$ cat config.mk
export PLATFORM = sky130hd
export DESIGN_NAME = tlb_walk_arbiter
export DESIGN_NICKNAME = d
export VERILOG_FILES = /design/src/rtl/tlb_walk_arbiter.sv
export SDC_FILE = /design/constraint.sdc
export NUM_CORES = 1
export LEC_CHECK = 0
export ABC_CLOCK_PERIOD_IN_PS = 4100
export CAP_MARGIN = 20
export CORE_ASPECT_RATIO = 0.75
export CORE_MARGIN = 3
export CORE_UTILIZATION = 45
export DETAILED_ROUTE_END_ITERATION = 7
export PLACE_DENSITY = 0.83
export SYNTH_ARGS = -nofsm -noshare
export SYNTH_HDL_FRONTEND = slang
export SYNTH_SLANG_ARGS = --single-unit
$ cat constraint.sdc
create_clock -name clk -period 4.1 [get_ports clk]
set_input_delay 0.82 -clock clk [delete_from_list [all_inputs] [get_ports clk]]
set_output_delay 0.82 -clock clk [all_outputs]
set_load 0.02 [all_outputs]
$ cat src/rtl/tlb_walk_arbiter.sv
// Arbitrates the I-TLB and D-TLB miss paths onto the single MMU page-walk port.
// One walk in flight, round-robin on ties, stuck-walk watchdog and per-side grant counters.
module tlb_walk_arbiter #(
  parameter int unsigned VPN_BITS       = 64,
  parameter int unsigned EXTENDED_PPN   = 52,
  parameter int unsigned TIMEOUT_CYCLES = 1024,
  parameter int unsigned CNT_W          = 32,
  parameter type         tlb_perm_bits  = logic [7:0]
) (
  input  logic                    clk,
  input  logic                    reset,
  input  logic                    i_req_valid,
  input  logic [VPN_BITS-1:0]     i_req_addr,
  output logic                    i_resp_valid,
  input  logic                    d_req_valid,
  input  logic [VPN_BITS-1:0]     d_req_addr,
  output logic                    d_resp_valid,
  output logic [EXTENDED_PPN-1:0] resp_addr,
  output tlb_perm_bits            resp_perm,
  output logic                    mmu_req_valid,
  output logic [VPN_BITS-1:0]     mmu_req_addr,
  input  logic                    mmu_resp_valid,
  input  logic [EXTENDED_PPN-1:0] mmu_resp_addr,
  input  tlb_perm_bits            mmu_resp_perm,
  output logic                    timeout_err,
  output logic [CNT_W-1:0]        i_grant_cnt,
  output logic [CNT_W-1:0]        d_grant_cnt
);

  typedef enum logic [1:0] {ST_IDLE = 2'd0, ST_WAIT = 2'd1, ST_GAP = 2'd2} state_e;
  typedef enum logic {SIDE_I = 1'b0, SIDE_D = 1'b1} side_e;

  localparam bit          WDOG_EN   = (TIMEOUT_CYCLES != 0);
  localparam logic [31:0] WDOG_LAST = 32'(TIMEOUT_CYCLES - 1);

  state_e                  state_q, state_d;
  side_e                   last_grant_q, last_grant_d;
  side_e                   grant_q, grant_d;
  logic                    mmu_req_valid_q, mmu_req_valid_d;
  logic [VPN_BITS-1:0]     mmu_req_addr_q, mmu_req_addr_d;
  logic                    i_resp_valid_q, i_resp_valid_d;
  logic                    d_resp_valid_q, d_resp_valid_d;
  logic [EXTENDED_PPN-1:0] resp_addr_q, resp_addr_d;
  tlb_perm_bits            resp_perm_q, resp_perm_d;
  logic                    timeout_err_q, timeout_err_d;
  logic [31:0]             wdog_q, wdog_d;
  logic [CNT_W-1:0]        i_cnt_q, i_cnt_d;
  logic [CNT_W-1:0]        d_cnt_q, d_cnt_d;

  // Next-state and next-output computation for the IDLE/WAIT/GAP walk sequencer.
  always_comb begin
    state_d         = state_q;
    last_grant_d    = last_grant_q;
    grant_d         = grant_q;
    mmu_req_valid_d = mmu_req_valid_q;
    mmu_req_addr_d  = mmu_req_addr_q;
    i_resp_valid_d  = 1'b0;
    d_resp_valid_d  = 1'b0;
    resp_addr_d     = resp_addr_q;
    resp_perm_d     = resp_perm_q;
    timeout_err_d   = timeout_err_q;
    wdog_d          = wdog_q;
    i_cnt_d         = i_cnt_q;
    d_cnt_d         = d_cnt_q;
    case (state_q)
      ST_IDLE: begin
        if (i_req_valid || d_req_valid) begin
          // On a tie the side that did not win last time gets the port.
          if (i_req_valid && (!d_req_valid || (last_grant_q == SIDE_D))) begin
            grant_d        = SIDE_I;
            mmu_req_addr_d = i_req_addr;
          end else begin
            grant_d        = SIDE_D;
            mmu_req_addr_d = d_req_addr;
          end
          mmu_req_valid_d = 1'b1;
          wdog_d          = 32'd0;
          state_d         = ST_WAIT;
        end else begin
          state_d = ST_IDLE;
        end
      end
      ST_WAIT: begin
        if (mmu_resp_valid) begin
          resp_addr_d     = mmu_resp_addr;
          resp_perm_d     = mmu_resp_perm;
          mmu_req_valid_d = 1'b0;
          last_grant_d    = grant_q;
          wdog_d          = 32'd0;
          state_d         = ST_GAP;
          if (grant_q == SIDE_I) begin
            i_resp_valid_d = 1'b1;
            i_cnt_d        = i_cnt_q + CNT_W'(1'b1);
          end else begin
            d_resp_valid_d = 1'b1;
            d_cnt_d        = d_cnt_q + CNT_W'(1'b1);
          end
        end else begin
          wdog_d = wdog_q + 32'd1;
          // The walk is kept alive after the watchdog fires; only the flag is raised.
          if (WDOG_EN && (wdog_q == WDOG_LAST)) begin
            timeout_err_d = 1'b1;
          end else begin
            timeout_err_d = timeout_err_q;
          end
        end
      end
      ST_GAP: begin
        state_d = ST_IDLE;
      end
      default: begin
        state_d = ST_IDLE;
      end
    endcase
  end

  // State and registered outputs; reset abandons any walk in flight.
  always_ff @(posedge clk) begin
    if (reset) begin
      state_q         <= ST_IDLE;
      last_grant_q    <= SIDE_D;
      grant_q         <= SIDE_I;
      mmu_req_valid_q <= 1'b0;
      mmu_req_addr_q  <= '0;
      i_resp_valid_q  <= 1'b0;
      d_resp_valid_q  <= 1'b0;
      resp_addr_q     <= '0;
      resp_perm_q     <= '0;
      timeout_err_q   <= 1'b0;
      wdog_q          <= 32'd0;
      i_cnt_q         <= '0;
      d_cnt_q         <= '0;
    end else begin
      state_q         <= state_d;
      last_grant_q    <= last_grant_d;
      grant_q         <= grant_d;
      mmu_req_valid_q <= mmu_req_valid_d;
      mmu_req_addr_q  <= mmu_req_addr_d;
      i_resp_valid_q  <= i_resp_valid_d;
      d_resp_valid_q  <= d_resp_valid_d;
      resp_addr_q     <= resp_addr_d;
      resp_perm_q     <= resp_perm_d;
      timeout_err_q   <= timeout_err_d;
      wdog_q          <= wdog_d;
      i_cnt_q         <= i_cnt_d;
      d_cnt_q         <= d_cnt_d;
    end
  end

  assign mmu_req_valid = mmu_req_valid_q;
  assign mmu_req_addr  = mmu_req_addr_q;
  assign i_resp_valid  = i_resp_valid_q;
  assign d_resp_valid  = d_resp_valid_q;
  assign resp_addr     = resp_addr_q;
  assign resp_perm     = resp_perm_q;
  assign timeout_err   = timeout_err_q;
  assign i_grant_cnt   = i_cnt_q;
  assign d_grant_cnt   = d_cnt_q;

endmodule

==> metrics <==
fmax=0.403 GHz; hold crit path type=reg -> reg; Syn Nets=1,314; PD cells=373 nW/µm²; Leak=5.15 nW; top area cells in the synthesized netlist=dfxtp_1, mux2i_1, nand2_1; cell taking the most area after synthesis=dfxtp_1; via count=9,395; Sequential Power Share=0.444; Worst EP required=3280 ps; share of layout cells above drive strength 1=0.0452; combinational share of power=0.170; slew margin rel.=0.483; Max-cap violations=0; TritonCTS Buffers=23; Setup TNS Final=0 ps; DR top layer=met4; Final Max Tran Viols=0; CTS Buffer Depth=3; crit path buf inv count=1; clock sink total=228; # port buffers=384; nets=1,663; H-tree levels=1; Post-Syn Instances=1,118; peak supply drop=0.247 mV; die area=23,300 µm²; Final setup viols=0; starting density of the core=0.467; Post-CTS Hold Fix Bufs=0; CTS tree=built; CP max-delay cell=clkdlybuf4s50_1; Placer Congestion=0.883; crit path DAT=1660 ps; RSZ-0062 raised after global routing=false; die height=133 µm; synthesized flop and latch total=228; Worst Setup Path Type=reg -> out; internal power component=3.99 mW; top cell type's share of synthesized area=0.473; Crit path max-delay family=buffers and inverters; sequential fraction of the synthesis area=0.473; 1st-iter DRT viols=754; syn avg cell area=8.64 µm²; core area=20,700 µm²; initial antenna violation count=1; Clock transition at path regs=60 ps; Setup Skew=10.8 ps; total power=5.39 mW; Clock Latency Late Sink=500 ps; Critical Path Start Type=flip-flop; total global-route track usage=0.266; clock network power share=0.386; Worst Path Max Fanout=7; asr flop ratio synth=0; first-pass GRT wire length=50.1 mm; worst slack at placement=1150 ps; total wire length=32.4 mm; CP Cell Sequence=clkdlybuf4s50_1; Sequential Area=4560 µm²; 1st-pass router iterations=6; wire length on met2=15.5 mm; Final HPWL DP=23.9 mm; total gr overflow=0; Worst setup EP type=output pin; Layout area overhead=49.7%; area occupied by multi-input gates=4770 µm²; # IOs=385; most frequent cell after synthesis=dfxtp_1; fin crit share=0.606; DRC viols=0; met3 wire length=2.51 mm; fin worst setup slack=1620 ps; Root Driver=clkbuf_16; Post-CTS Setup Bufs=0; vias per inst=5.32; vias in the first global route=8,880; Switch Pwr=1.40 mW; Final Hold Vio Count=0; post-CTS resize count=0; actual slew at the worst max-slew pin=770 ps; synth cell count leaders=dfxtp_1, nand2_1, nor2_1, a21oi_1, mux2i_1; num rows=45; metal1 wirelength=13.5 mm; largest net degree at the start of global routing=120; Final min period=2480 ps; Avg WL per Cell=18.3 µm; Detail Route Antenna Nets=0; distinct cell type count after synthesis=50; Die Width=175 µm; main flop type after synthesis=dfxtp_1; Switching Share=0.260; EDFF count, synth=0; Final Util=0.700; slowest stage delay, CP=700 ps; Post-Syn Area=9660 µm²; yosys warns=0; Fill cells=1,581; status=finished clean
cells in the final DEF (no fill, tap or decap), types with 9 or more instances in the layout:
| master | instances |
|---|---|
| xnor2_1 | 37 |
| xor2_1 | 38 |
| nand4_1 | 36 |
| nor3_1 | 14 |
| a21oi_1 | 72 |
| mux2i_1 | 65 |
| and4_1 | 13 |
| and3_1 | 10 |
| nor4_1 | 22 |
| nand3_1 | 28 |
| nor4_2 | 9 |
| clkbuf_16 | 23 |
| nor2_1 | 158 |
| clkbuf_8 | 10 |
| o21ai_0 | 9 |
| dfxtp_1 | 228 |
| clkdlybuf4s50_1 | 383 |
| nand2_1 | 167 |
| a211oi_1 | 64 |
| inv_1 | 14 |
layout make-up:
type                    count  share of cell area
flip-flops and latches    228               0.316
multi-input cells         806               0.330
well taps                 282              0.0244
inverters                  14             0.00363
repair buffers            394               0.274
clock buffers              36              0.0501
diodes                      1            0.000173
clock inverters             5             0.00208
path summary, 6_finish.rpt:
path	from	end	cells past startpoint	slack [ps]
worst max-delay path	i_grant_cnt[11]	i_grant_cnt[11]	1	1620
worst min-delay path	resp_addr[39]	resp_addr[39]	2	450
worst max register to register	grant_q	d_grant_cnt[6]	5	1960
worst min register to register	resp_addr[39]	resp_addr[39]	2	450
through the flow:
stage               std cells  cell area, µm²  hold slack [ps]
finish                   1766           14500              451
detailed placement       1724           13700              446
global route             1766           14500              469
CTS                      1765           14500              454
floorplan                1118            9660              432
global placement         1724           13700              441
layer usage:
metal	vias to the layer above	GRT usage
met4	0	0.0704
met2	320	0.437
met3	52	0.0709
met5	-	0
met1	4422	0.346
li1	4601	-
registers in the layout, indices dropped and copies added, names as in the netlist:
register,flops
resp_addr,52
d_grant_cnt,32
last_grant_q,1
state_q,2
mmu_req_addr,64
timeout_err,1
d_resp_valid,1
grant_q,1
i_grant_cnt,32
i_resp_valid,1
wdog_q,32
resp_perm,8
mmu_req_valid,1
cells by family (layout without fill, tap and decap cells):
| family | Yosys count | in the layout | synth area share |
|---|---|---|---|
| compound gates | 165 | 165 | 0.107 |
| xor+xnor | 75 | 75 | 0.0680 |
| mux | 65 | 65 | 0.0674 |
| buf+inv | 84 | 449 | 0.0347 |
| other cells | 0 | 1 | 0 |
| fa+ha+maj | 3 | 3 | 0.00389 |
| simple gates | 498 | 498 | 0.246 |
| flops | 228 | 228 | 0.473 |
power by group through the flow:
stage	combinational, mW	clock, mW	sequential [mW]
after floorplan	0.294	0	2.55
after global placement	0.904	0	2.43
after detailed placement	0.915	0	2.44
after CTS	0.919	2.12	2.39
after global routing	0.972	2.21	2.40
final	0.917	2.08	2.39
Power figures use the tool's default switching activity.
